### config.mk
export PLATFORM = sky130hd
export DESIGN_NAME = jt6295_sched_flat
export DESIGN_NICKNAME = d
export VERILOG_FILES = /design/src/rtl/jt6295_pkg.sv /design/src/rtl/jt6295_sched_if.sv /design/src/rtl/jt6295_sched_ch.sv /design/src/rtl/jt6295_sched.sv /design/src/flat_wrapper.sv
export SDC_FILE = /design/constraint.sdc
export NUM_CORES = 1
export LEC_CHECK = 0
export BUFFER_PORTS_ARGS = -buffer_cell sky130_fd_sc_hd__buf_4
export CORE_ASPECT_RATIO = 1.75
export CORE_MARGIN = 3
export CORE_UTILIZATION = 35
export DETAILED_ROUTE_END_ITERATION = 12
export MAX_ROUTING_LAYER = met4
export PLACE_DENSITY = 0.51
export SKIP_CTS_REPAIR_TIMING = 1
export SLEW_MARGIN = 20
export SYNTH_ARGS = -nofsm -noshare
export SYNTH_HDL_FRONTEND = slang
export SYNTH_SLANG_ARGS = --single-unit
### constraint.sdc
create_clock -name clk -period 1.85 [get_ports clk]
set_input_delay 0.0925 -clock clk [delete_from_list [all_inputs] [get_ports clk]]
set_output_delay 0.0925 -clock clk [all_outputs]
set_load 0.01 [all_outputs]
### src/rtl/jt6295_pkg.sv
// Shared definitions for the JT6295 channel scheduler: FSM states, channel
// count and ROM acceptance latency.
package jt6295_pkg;
  localparam int NCH           = 4;
  localparam int AW_DEF        = 18;
  localparam int ROM_OK_MINLAT = 2;

  typedef enum logic [1:0] {IDLE, REQ, EMIT} state_t;

  // High nibble is played first, so pointer bit 0 selects the low nibble.
  function automatic logic [3:0] nib_sel(input logic [7:0] d, input logic lo);
    return lo ? d[3:0] : d[7:4];
  endfunction
endpackage

### src/rtl/jt6295_sched_if.sv
// ROM port between the scheduler (master) and the sample ROM (slave).
interface jt6295_sched_if #(parameter int AW = jt6295_pkg::AW_DEF);
  logic          rom_cs;
  logic [AW-1:0] rom_addr;
  logic [7:0]    rom_data;
  logic          rom_ok;

  modport master(output rom_cs, rom_addr, input rom_data, rom_ok);
  modport slave (input rom_cs, rom_addr, output rom_data, rom_ok);
endinterface

### src/rtl/jt6295_sched_ch.sv
// Per-channel playback record: nibble pointer, inclusive end address, busy.
// Update priority is stop > start > advance.
module jt6295_sched_ch import jt6295_pkg::*; #(
  parameter int AW = AW_DEF
) (
  input  logic          clk,
  input  logic          rst_n,
  input  logic          start,
  input  logic          stop,
  input  logic [AW-1:0] start_addr,
  input  logic [AW-1:0] end_addr,
  input  logic          adv,
  output logic [AW:0]   ptr,
  output logic          busy
);
  logic [AW-1:0] eaddr;

  always_ff @(posedge clk) begin
    if (!rst_n) begin
      ptr   <= '0;
      eaddr <= '0;
      busy  <= 1'b0;
    end else if (stop) begin
      busy <= 1'b0;
    end else if (start) begin
      ptr   <= {start_addr, 1'b0};
      eaddr <= end_addr;
      busy  <= 1'b1;
    end else if (adv) begin
      // Pointer wraps naturally, so end < start plays through address 0.
      ptr <= ptr + (AW+1)'(1);
      if (ptr == {eaddr, 1'b1}) busy <= 1'b0;
    end
  end
endmodule

### src/rtl/jt6295_sched.sv
// Four-channel scheduler: one ROM nibble fetch per channel per sample period,
// streamed to the shared ADPCM decoder tagged with its channel.
module jt6295_sched import jt6295_pkg::*; #(
  parameter int AW = AW_DEF
) (
  input  logic                 clk,
  input  logic                 rst_n,
  input  logic                 cen_sr,
  input  logic                 cen_sr4,
  input  logic [NCH-1:0]       start,
  input  logic [NCH-1:0]       stop,
  input  logic [AW-1:0]        start_addr,
  input  logic [AW-1:0]        end_addr,
  jt6295_sched_if.master       rom,
  output logic                 dec_en,
  output logic [1:0]           dec_ch,
  output logic [3:0]           dec_nibble,
  output logic [NCH-1:0]       busy,
  output logic                 overrun
);
  localparam logic [1:0] MINLAT = 2'(ROM_OK_MINLAT);

  state_t                st, st_nxt;
  logic [1:0]            slot, slot_nxt, cur_ch, req_cnt;
  logic [NCH-1:0][AW:0]  ptr;
  logic [NCH-1:0]        adv;
  logic                  take, hit_cur, req_ok, abort, kill;

  for (genvar i = 0; i < NCH; i++) begin : g_ch
    jt6295_sched_ch #(.AW(AW)) u_ch (
      .clk        (clk),
      .rst_n      (rst_n),
      .start      (start[i]),
      .stop       (stop[i]),
      .start_addr (start_addr),
      .end_addr   (end_addr),
      .adv        (adv[i]),
      .ptr        (ptr[i]),
      .busy       (busy[i])
    );
  end

  always_comb begin
    slot_nxt = cen_sr ? 2'd0 : slot + 2'd1;
    take     = cen_sr4 && busy[slot_nxt];
    hit_cur  = start[cur_ch] | stop[cur_ch];
    // Early rom_ok may belong to the previous address; ignore it.
    req_ok   = rom.rom_ok && (req_cnt >= MINLAT);
    kill     = abort | hit_cur;
    st_nxt   = st;
    adv      = '0;
    case (st)
      IDLE: if (take) st_nxt = REQ;
      REQ:  if (req_ok) st_nxt = kill ? IDLE : EMIT;
      EMIT: begin
        st_nxt      = IDLE;
        adv[cur_ch] = 1'b1;
      end
      default: st_nxt = IDLE;
    endcase
  end

  always_ff @(posedge clk) begin
    if (!rst_n) st <= IDLE;
    else        st <= st_nxt;
  end

  always_ff @(posedge clk) begin
    if (!rst_n) begin
      slot         <= 2'd0;
      cur_ch       <= 2'd0;
      req_cnt      <= 2'd0;
      abort        <= 1'b0;
      rom.rom_cs   <= 1'b0;
      rom.rom_addr <= '0;
      dec_en       <= 1'b0;
      dec_ch       <= 2'd0;
      dec_nibble   <= 4'd0;
      overrun      <= 1'b0;
    end else begin
      if (cen_sr4) slot <= slot_nxt;
      overrun <= cen_sr4 && (st != IDLE);
      dec_en  <= 1'b0;
      case (st)
        IDLE: if (take) begin
          cur_ch       <= slot_nxt;
          rom.rom_cs   <= 1'b1;
          rom.rom_addr <= ptr[slot_nxt][AW:1];
          req_cnt      <= 2'd1;
          // A start/stop landing with the strobe already invalidates this fetch.
          abort        <= start[slot_nxt] | stop[slot_nxt];
        end
        REQ: begin
          if (req_cnt < MINLAT) req_cnt <= req_cnt + 2'd1;
          if (hit_cur) abort <= 1'b1;
          if (req_ok) begin
            rom.rom_cs <= 1'b0;
            if (!kill) begin
              dec_en     <= 1'b1;
              dec_ch     <= cur_ch;
              dec_nibble <= nib_sel(rom.rom_data, ptr[cur_ch][0]);
            end
          end
        end
        default: ;
      endcase
    end
  end
endmodule
### src/flat_wrapper.sv
// flat-port wrapper written by rule: the top's interface ports become plain ports
module jt6295_sched_flat import jt6295_pkg::*;
#(
  parameter int AW = AW_DEF
)
  (clk, rst_n, cen_sr, cen_sr4, start, stop, start_addr, end_addr, dec_en, dec_ch, dec_nibble, busy, overrun, rom_rom_cs, rom_rom_addr, rom_rom_data, rom_rom_ok);
  jt6295_sched_if #(.AW(AW)) rom_i ();
  input  logic clk;
  input  logic rst_n;
  input  logic cen_sr;
  input  logic cen_sr4;
  input  logic [NCH-1:0] start;
  input  logic [NCH-1:0] stop;
  input  logic [AW-1:0] start_addr;
  input  logic [AW-1:0] end_addr;
  output logic dec_en;
  output logic [1:0] dec_ch;
  output logic [3:0] dec_nibble;
  output logic [NCH-1:0] busy;
  output logic overrun;
  output wire logic [$bits(rom_i.rom_cs)-1:0] rom_rom_cs;
  output wire logic [$bits(rom_i.rom_addr)-1:0] rom_rom_addr;
  input wire logic [$bits(rom_i.rom_data)-1:0] rom_rom_data;
  input wire logic [$bits(rom_i.rom_ok)-1:0] rom_rom_ok;
  assign rom_rom_cs = rom_i.rom_cs;
  assign rom_rom_addr = rom_i.rom_addr;
  assign rom_i.rom_data = rom_rom_data;
  assign rom_i.rom_ok = rom_rom_ok;
  jt6295_sched #(.AW(AW)) u_core (.clk(clk), .rst_n(rst_n), .cen_sr(cen_sr), .cen_sr4(cen_sr4), .start(start), .stop(stop), .start_addr(start_addr), .end_addr(end_addr), .rom(rom_i), .dec_en(dec_en), .dec_ch(dec_ch), .dec_nibble(dec_nibble), .busy(busy), .overrun(overrun));
endmodule
==> qor.yml, run 1 <==
cp_num_buf_inv: 1
synth_fa_ha_area_frac: 0.00620
dp_hpwl_um: 33700
setup_ws_ps: -0.687
ys_seq_area_frac: 0.373
min-delay-start: "rom_rom_data[7]"
grt_max_degree: 67
cp.required_ps: 2200
maxCapViolCount: 0
max_stage_delay_ps: 530
gp_congestion: 0.942
fin_crit_ps: 1850
worst-setup-path-type: "reg -> reg"
synth_mux_area_frac: 0.0819
finalSetupViolations: 1
start_util: 0.358
drcViolationCount: 0
min_path_type: "in -> reg"
place.port_buffers: 87
die_area_mm2: 0.0310
path_clk_slew_ps: 70
outcome: "finished with violations"
synth_seq_cells: 188
fin_skew_ps: 9.83
cts-root-buf: "clkbuf_16"
ff2ff_setup_slack_ps: -0.7
final_cell_mix: "242 x buf_4, 204 x nand2_1, 180 x dfxtp_1"
crit_family: "compound AO/OA/AOI/OAI gates"
drt_pass1_iterations: 5
core-area_mm2: 0.0282
clock_latency_ps: 460
hold_viol: 1
cts_made_buffers: 17
power_mw: 10.1
crit_slowest_cell: "mux4_2"
cp-end-kind: "flip-flop"
placed_cells: 1750
synth_edf_count: 0
hold_path_depth: 3
cp_max_fo: 6
synthesis.area_mm2: 0.0101
grt_overflow: 0
final_antenna_net_count: 0
synth_flop_cell: "dfxtp_1"
nNetsFinal: 1490
p_leak_nw: 5.03
min_to: "u_core.dec_nibble[3]"
grt_pass1_wl_um: 63900
synth_top_family_by_area: "simple AND/OR/NAND/NOR gates"
cts-htree-levels: 4
rr_endpoint: "u_core.rom.rom_addr[17]"
syn-instance-count: 1238
vias: 10438
worstMarginPinSlew_ps: 549
cp.arrival_ps: 2200
avgSynthCellArea_um2: 8.16
die_w_um: 134
yosys_warnings: 0
grt_pass1_vias: 9865
drive_gt1_frac: 0.242
syn-num-nets: 1300
synthSimpleGateAreaFrac: 0.227
row_count: 81
synth_compound_area_frac: 0.198
grt_usage: 0.288
slew_headroom: 0.631
wl_per_cell_um: 24.3
insertedDiodeCount: 0
fin_cells: 1814
start_kind: "flip-flop"
drv_slew: 0
synth_xor_area_frac: 0.0642
die_h_um: 231
r2r_cells: 5
holdWs_ps: -53.8
path_cells: "nand2b_4 > a21oi_4 > buf_12 > mux4_2 > a22o_1"
drt_wl_total_um: 44100
final_common_cell: "buf_4"
timing.rr.start: "u_core.slot[1]"
viasPerCell: 5.75
critPathLaunch: "u_core.slot[1]"
io_pins: 88
rsz0062_at_grt: "true"
cts.path.max_buffers: 2
antenna_found_initial: 1
area_growth_syn_to_layout_pct: 30.6
nFillCells: 2902
cts_sinks: 188
drt_iter0_drc: 1002
max_freq_mhz: 540
violations: "hold timing, setup timing"
ys_types: 66
min_period_over_period: 1.00
cts_tree: "done"
async_flop_share: 0
place_ws_ps: -150
max-vdd-ir-drop_mv: 0.711
powerDensity_mw_per_mm2: 767
==> state kept, by name, summed over array words and instances (netlist names) <==
signal and flops:
u_core.g_ch.u_ch.ptr 76, u_core.g_ch.u_ch.eaddr 72, u_core.rom.rom_addr 18, u_core.dec_nibble 4
u_core.g_ch.u_ch.busy 4, u_core.cur_ch 2, u_core.dec_ch 2, u_core.req_cnt 2
u_core.slot 2, u_core.st 2, u_core.abort 1, u_core.dec_en 1
u_core.overrun 1, u_core.rom.rom_cs 1
==> stage by stage <==
step                utilization  TNS [ps]  hold WS [ps]  instance area (um2)
floorplan                     -     -23.5           226                10100
global placement          0.429     -1480           383                12100
detailed placement        0.429     -2500           380                12100
CTS                       0.451     -2650          -106                12700
global route              0.468     -35.4          3.73                13200
finish                    0.468    -0.687         -53.8                13200
==> per-layer routing <==
layer | share of wire | wire [um] | track usage
met5 | 0 | 0 | -
met4 | 0.074 | 3290 | 0.185
met3 | 0.056 | 2480 | 0.0399
met2 | 0.50 | 22000 | 0.487
met1 | 0.37 | 16400 | 0.314
==> kinds of logic (layout without fill, tap and decap cells) <==
logic type,after synthesis,in the layout
adders and majority gates,5,5
muxes,56,56
DFF,188,188
AOI/OAI and AO/OA,310,310
buffers and inverters,123,326
xor gates and xnor gates,74,74
and+or+nand+nor,482,482
==> area by class of cell <==
type / instances / area [um2] / share of cell area
Clock buffer: 22 / 484 / 0.0367
Clock inverter: 10 / 130 / 0.00986
Inverter: 14 / 55.1 / 0.00417
Multi-Input combinational cell: 927 / 5990 / 0.454
Sequential cell: 188 / 3770 / 0.286
Tap cell: 373 / 467 / 0.0354
Timing Repair Buffer: 280 / 2300 / 0.174
==> synth_stat cells, types with 14 or more instances <==
cell type / instances / area, um2
a22oi_1: 28 / 210
nand3_1: 45 / 225
nor2_1: 73 / 274
mux4_2: 21 / 473
nor4_1: 25 / 156
o22ai_1: 14 / 87.6
dfxtp_1: 188 / 3760
o21ai_0: 25 / 125
mux2i_1: 32 / 320
nand4_1: 35 / 219
clkbuf_1: 81 / 304
nor3_1: 37 / 185
a21oi_1: 127 / 636
xor2_1: 28 / 245
xnor2_1: 46 / 403
a22o_1: 30 / 263
nand2_1: 204 / 766
a31oi_1: 14 / 87.6
==> worst max path at each step <==
stage / cells past startpoint / end / slack, ps
global route: 5 / u_core.rom.rom_addr[17] / -20
detailed placement: 5 / u_core.rom.rom_addr[1] / -150
floorplan: 6 / u_core.g_ch[0].u_ch.ptr[18] / -20
finish: 5 / u_core.rom.rom_addr[17] / -0.7
global placement: 5 / u_core.g_ch[2].u_ch.busy / -90
CTS: 5 / u_core.rom.rom_addr[1] / -160
==> worst register-to-register path: stages, from the launching register on <==
cell and delay [ps]:
dfxtp_2 350, nand2b_4 170, a21oi_4 290, buf_12 170
mux4_2 530, a22o_1 240
==> report_power, final <==
| part | internal [mW] | switching (mW) |
|---|---|---|
| clock | 2.16 | 1.76 |
| combinational | 0.767 | 0.998 |
| sequential | 4.24 | 0.203 |
(Power assumes the default switching activity.)
==> run 2: changes to the inputs <==
--- a/config.mk
+++ b/config.mk
@@ -6,12 +6,14 @@
 export NUM_CORES = 1
 export LEC_CHECK = 0
 export BUFFER_PORTS_ARGS = -buffer_cell sky130_fd_sc_hd__buf_4
+export CELL_PAD_IN_SITES_DETAIL_PLACEMENT = 1
+export CELL_PAD_IN_SITES_GLOBAL_PLACEMENT = 1
 export CORE_ASPECT_RATIO = 1.75
 export CORE_MARGIN = 3
 export CORE_UTILIZATION = 35
 export DETAILED_ROUTE_END_ITERATION = 12
 export MAX_ROUTING_LAYER = met4
-export PLACE_DENSITY = 0.51
+export PLACE_DENSITY = 0.65
 export SKIP_CTS_REPAIR_TIMING = 1
 export SLEW_MARGIN = 20
 export SYNTH_ARGS = -nofsm -noshare
==> run 2 against run 1 <==
Compared with the run above: the run still ends with hold timing, setup timing left; cell area grew 0.41%; setup slack lost 12 ps; clock skew grew 1.4 ps; non-clock buffer count grew 3; cell count grew 0.17%.
==> qor.yml, run 2 (synthesis results as in run 1) <==
outcome: "finished with violations"
violations: "hold timing, setup timing"
clockPowerShare: 0.386
maxCapViolCount: 0
drt_iter0_drc: 950
max-vdd-ir-drop_mv: 0.730
slew_headroom: 0.625
drive_gt1_frac: 0.257
gp_congestion: 0.963
drv_slew: 0
cp_max_fo: 7
cts-root-buf: "clkbuf_16"
combPwrFrac: 0.178
fin_crit_ps: 1860
switching_share: 0.302
drcViolationCount: 0
antenna_found_initial: 0
cts-htree-levels: 4
power.internal_mw: 7.12
io_pins: 88
crit_end: "u_core.rom.rom_addr[0]"
grt_usage: 0.307
path_clk_slew_ps: 70
cp-end-kind: "flip-flop"
nNetsFinal: 1493
crit_slowest_cell: "or4_4"
ff2ff_setup_slack_ps: -10
switchingPower_mw: 3.08
die_area_mm2: 0.0310
clock_latency_ps: 470
rsz0062_at_grt: "true"
start_kind: "flip-flop"
finalSetupViolations: 5
area_growth_syn_to_layout_pct: 31.2
final_antenna_net_count: 0
worstMarginPinSlew_ps: 548
fin_skew_ps: 11.2
postLayoutCoreUtil: 0.470
drt_wl_total_um: 47600
max_freq_mhz: 537
path_cells: "or4_4 > o211ai_1 > nor4_4 > buf_6 > nor2_4 > clkbuf_16 > a22o_1"
final_cell_mix: "245 x buf_4, 204 x nand2_1, 173 x dfxtp_1"
cp.required_ps: 2260
grt_overflow: 0
p_leak_nw: 5.05
r2r_cells: 7
min_period_over_period: 1.01
cts_made_buffers: 17
wl_per_cell_um: 26.2
nFillCells: 3446
die_h_um: 231
largest_reg_flops: 76
grt_pass1_wl_um: 68700
rr_endpoint: "u_core.rom.rom_addr[0]"
pwr-share-seq: 0.435
vias: 10735
max_stage_delay_ps: 470
drt_pass1_iterations: 5
min_path_type: "in -> reg"
critPathLaunch: "u_core.slot[0]"
worst-setup-path-type: "reg -> reg"
cts_tree: "done"
core-area_mm2: 0.0282
insertedDiodeCount: 0
setup_ws_ps: -13.0
timing.rr.start: "u_core.slot[0]"
place_ws_ps: -34.5
reg_top3: "u_core.g_ch.u_ch.ptr (76), u_core.g_ch.u_ch.eaddr (72), u_core.rom.rom_addr (18)"
die_w_um: 134
cts_sinks: 188
place.port_buffers: 87
cp.arrival_ps: 2270
largest_register: "u_core.g_ch.u_ch.ptr"
grt_pass1_vias: 10619
final_common_cell: "buf_4"
hold_viol: 2
cts.path.max_buffers: 2
grt_max_degree: 86
start_util: 0.358
holdWs_ps: -39.6
powerDensity_mw_per_mm2: 769
viasPerCell: 5.91
dp_hpwl_um: 35800
row_count: 81
## run 2: cell types whose count changed in the layout (fill, tap and decap cells not counted), sizes merged
cell,delta
buf,+3
dlygate4sd3,-2
clkinv,-2
clkbuf,-1
inv,+5
## run 2: per-layer routing
metal,wire length (um),track usage
met1,18200,0.344
met2,23900,0.515
met3,2200,0.0436
met4,3340,0.187
met5,0,-
## run 2: layout make-up
cell class	instances	area, um2	share of cell area
Clock buffer	19	453	0.0342
Clock inverter	13	151	0.0114
Inverter	14	55.1	0.00416
Multi-Input combinational cell	927	6030	0.455
Sequential cell	188	3790	0.286
Tap cell	373	467	0.0352
Timing Repair Buffer	283	2310	0.174
## run 2: critical path, delay by kind of cell (launching register included)
| kind | cells | cell delay [ps] |
|---|---|---|
| flip-flops | 1 | 370 |
| AND/OR/NAND/NOR | 3 | 800 |
| buffers and inverters | 2 | 330 |
| AO/OA/AOI/OAI | 2 | 320 |
## run 2: power by group through the flow
stage          registers, mW  clock network (mW)  logic [mW]
6_report                4.44                3.94        1.82
5_1_grt                 4.46                4.12        1.94
4_1_cts                 4.43                3.99        1.69
3_5_place_dp            4.52                   0        1.68
3_3_place_gp            4.51                   0        1.65
2_1_floorplan           4.45                   0       0.896
## run 2: stage by stage
| stage | cells | setup TNS [ps] | cell area [um2] | power [mW] | hold WS [ps] |
|---|---|---|---|---|---|
| after floorplan | 1238 | -23.5 | 10100 | 5.35 | 226 |
| after CTS | 1784 | -671 | 12700 | 10.1 | -98.2 |
| after global placement | 1752 | 0 | 12100 | 6.17 | 385 |
| final | 1817 | -33.2 | 13200 | 10.2 | -39.6 |
| after global routing | 1817 | -687 | 13200 | 10.5 | 10.3 |
| after detailed placement | 1752 | -349 | 12100 | 6.20 | 391 |
## run 2: worst min-delay path by stage
stage	startpoint	to	slack, ps	cells past startpoint
2_1_floorplan	cen_sr4	u_core.overrun	230	1
3_3_place_gp	rom_rom_data[6]	u_core.dec_nibble[2]	380	3
3_5_place_dp	cen_sr4	u_core.overrun	390	2
4_1_cts	cen_sr4	u_core.overrun	-100	2
5_1_grt	rom_rom_data[7]	u_core.dec_nibble[3]	10	3
6_report	rom_rom_data[7]	u_core.dec_nibble[3]	-40	3
==> run 3: changes to the inputs <==
--- a/config.mk
+++ b/config.mk
@@ -13,7 +13,7 @@
 export CORE_UTILIZATION = 35
 export DETAILED_ROUTE_END_ITERATION = 12
 export MAX_ROUTING_LAYER = met4
-export PLACE_DENSITY = 0.65
+export PLACE_DENSITY = 0.63
 export SKIP_CTS_REPAIR_TIMING = 1
 export SLEW_MARGIN = 20
 export SYNTH_ARGS = -nofsm -noshare
==> constraint.sdc (replaced) <==
create_clock -name clk -period 2.1 [get_ports clk]
set_input_delay 0.105 -clock clk [delete_from_list [all_inputs] [get_ports clk]]
set_output_delay 0.105 -clock clk [all_outputs]
set_load 0.01 [all_outputs]
==> run 3 against run 2 <==
Compared with the run above: die area is the same; clock-buffer cell count grew 2; global-route usage grew 0.17 points; power shrank 15%; register-to-register slack gained 70 ps; the flow finishes with violations (hold timing).
==> qor.yml, run 3 (synthesis results as in run 1) <==
cts-htree-levels: 4
cts_sinks: 188
power_mw: 8.63
start_kind: "flip-flop"
die_h_um: 231
grt_usage: 0.309
finalSetupViolations: 0
largest_register: "u_core.g_ch.u_ch.ptr"
cts.path.max_buffers: 2
cts_tree: "done"
die_area_mm2: 0.0310
min_period_over_period: 0.974
area_growth_syn_to_layout_pct: 24.8
holdWs_ps: -16.4
hold_path_depth: 3
grt_pass1_wl_um: 68700
drv_slew: 0
final_antenna_net_count: 0
max-vdd-ir-drop_mv: 0.666
cp.arrival_ps: 2350
cp-end-kind: "flip-flop"
slew_headroom: 0.353
largest_reg_flops: 76
grt_pass1_vias: 10584
row_count: 81
r2r_cells: 5
drt_iter0_drc: 912
p_leak_nw: 4.71
nNetsFinal: 1446
crit_slowest_cell: "dfxtp_1"
nFillCells: 3459
io_pins: 88
worstMarginPinSlew_ps: 945
path_cells: "xnor2_1 > nand4_1 > or4_1 > nor4_1 > nor4_2"
gp_congestion: 0.977
cp.required_ps: 2410
rsz0062_at_grt: "false"
final_cell_mix: "206 x buf_4, 204 x nand2_1, 187 x dfxtp_1"
drcViolationCount: 0
cts_made_buffers: 17
finalSetupTns_ps: 0
reg_top3: "u_core.g_ch.u_ch.ptr (76), u_core.g_ch.u_ch.eaddr (72), u_core.rom.rom_addr (18)"
grt_overflow: 0
drt_pass1_iterations: 5
cp_max_fo: 8
viasPerCell: 5.93
fin_crit_ps: 2050
hold_viol: 1
clock_latency_ps: 460
violations: "hold timing"
path_clk_slew_ps: 70
core-area_mm2: 0.0282
wl_per_cell_um: 26.4
worst-setup-path-type: "reg -> reg"
max_stage_delay_ps: 620
start_util: 0.358
drive_gt1_frac: 0.202
max_freq_mhz: 489
placed_cells: 1709
maxCapViolCount: 0
final_common_cell: "buf_4"
die_w_um: 134
min_path_type: "in -> reg"
place.port_buffers: 87
cts-root-buf: "clkbuf_16"
powerDensity_mw_per_mm2: 685
drt_wl_total_um: 46600
fin_cells: 1769
vias: 10485
antenna_found_initial: 0
outcome: "finished with violations"
ff2ff_setup_slack_ps: 50
dp_hpwl_um: 36200
grt_max_degree: 63
insertedDiodeCount: 0
fin_skew_ps: 10.9
## run 3: final timing paths
kind / startpoint / to
max: u_core.g_ch[2].u_ch.ptr[6] / u_core.g_ch[2].u_ch.busy
min reg2reg: u_core.g_ch[0].u_ch.eaddr[0] / u_core.g_ch[0].u_ch.eaddr[0]
min: rom_rom_data[6] / u_core.dec_nibble[2]
max reg2reg: u_core.g_ch[2].u_ch.ptr[6] / u_core.g_ch[2].u_ch.busy
## run 3: area by class of cell
type,count,area (um2),area share
sequential,188,3760,0.299
tap,373,467,0.0370
timing repair buffer,236,1880,0.149
multi-input combinational,927,5890,0.467
inverter,14,55.1,0.00437
clock buffer,21,460,0.0365
clock inverter,10,92.6,0.00735
## run 3: worst max-delay path: cells and delay by family (launching register included)
family / cells / cell delay (ps)
flip-flops: 1 / 620
XOR/XNOR: 1 / 180
AND/OR/NAND/NOR: 4 / 1090
## run 3: power breakdown
part	switching, mW	total [mW]	internal, mW	leakage, nW
combinational	0.849	1.46	0.616	2.91
clock	1.53	3.22	1.69	0.261
sequential	0.217	3.95	3.73	1.54
total	2.59	8.63	6.04	4.71
## run 3: metrics by stage
step                cell area, um2  utilization  worst slack (ps)
global placement             11700        0.416             -87.6
CTS                          12300        0.436              -118
finish                       12600        0.447              54.7
floorplan                    10100            -              70.2
detailed placement           11700        0.416             -98.5
global route                 12600        0.447              1.55
## run 3: routing by layer
metal,global-route usage,vias to the layer above,share of wire
met5,-,-,0
met4,0.193,0,0.076
met3,0.0403,137,0.047
met2,0.527,355,0.50
met1,0.338,5209,0.38
li1,-,4784,-
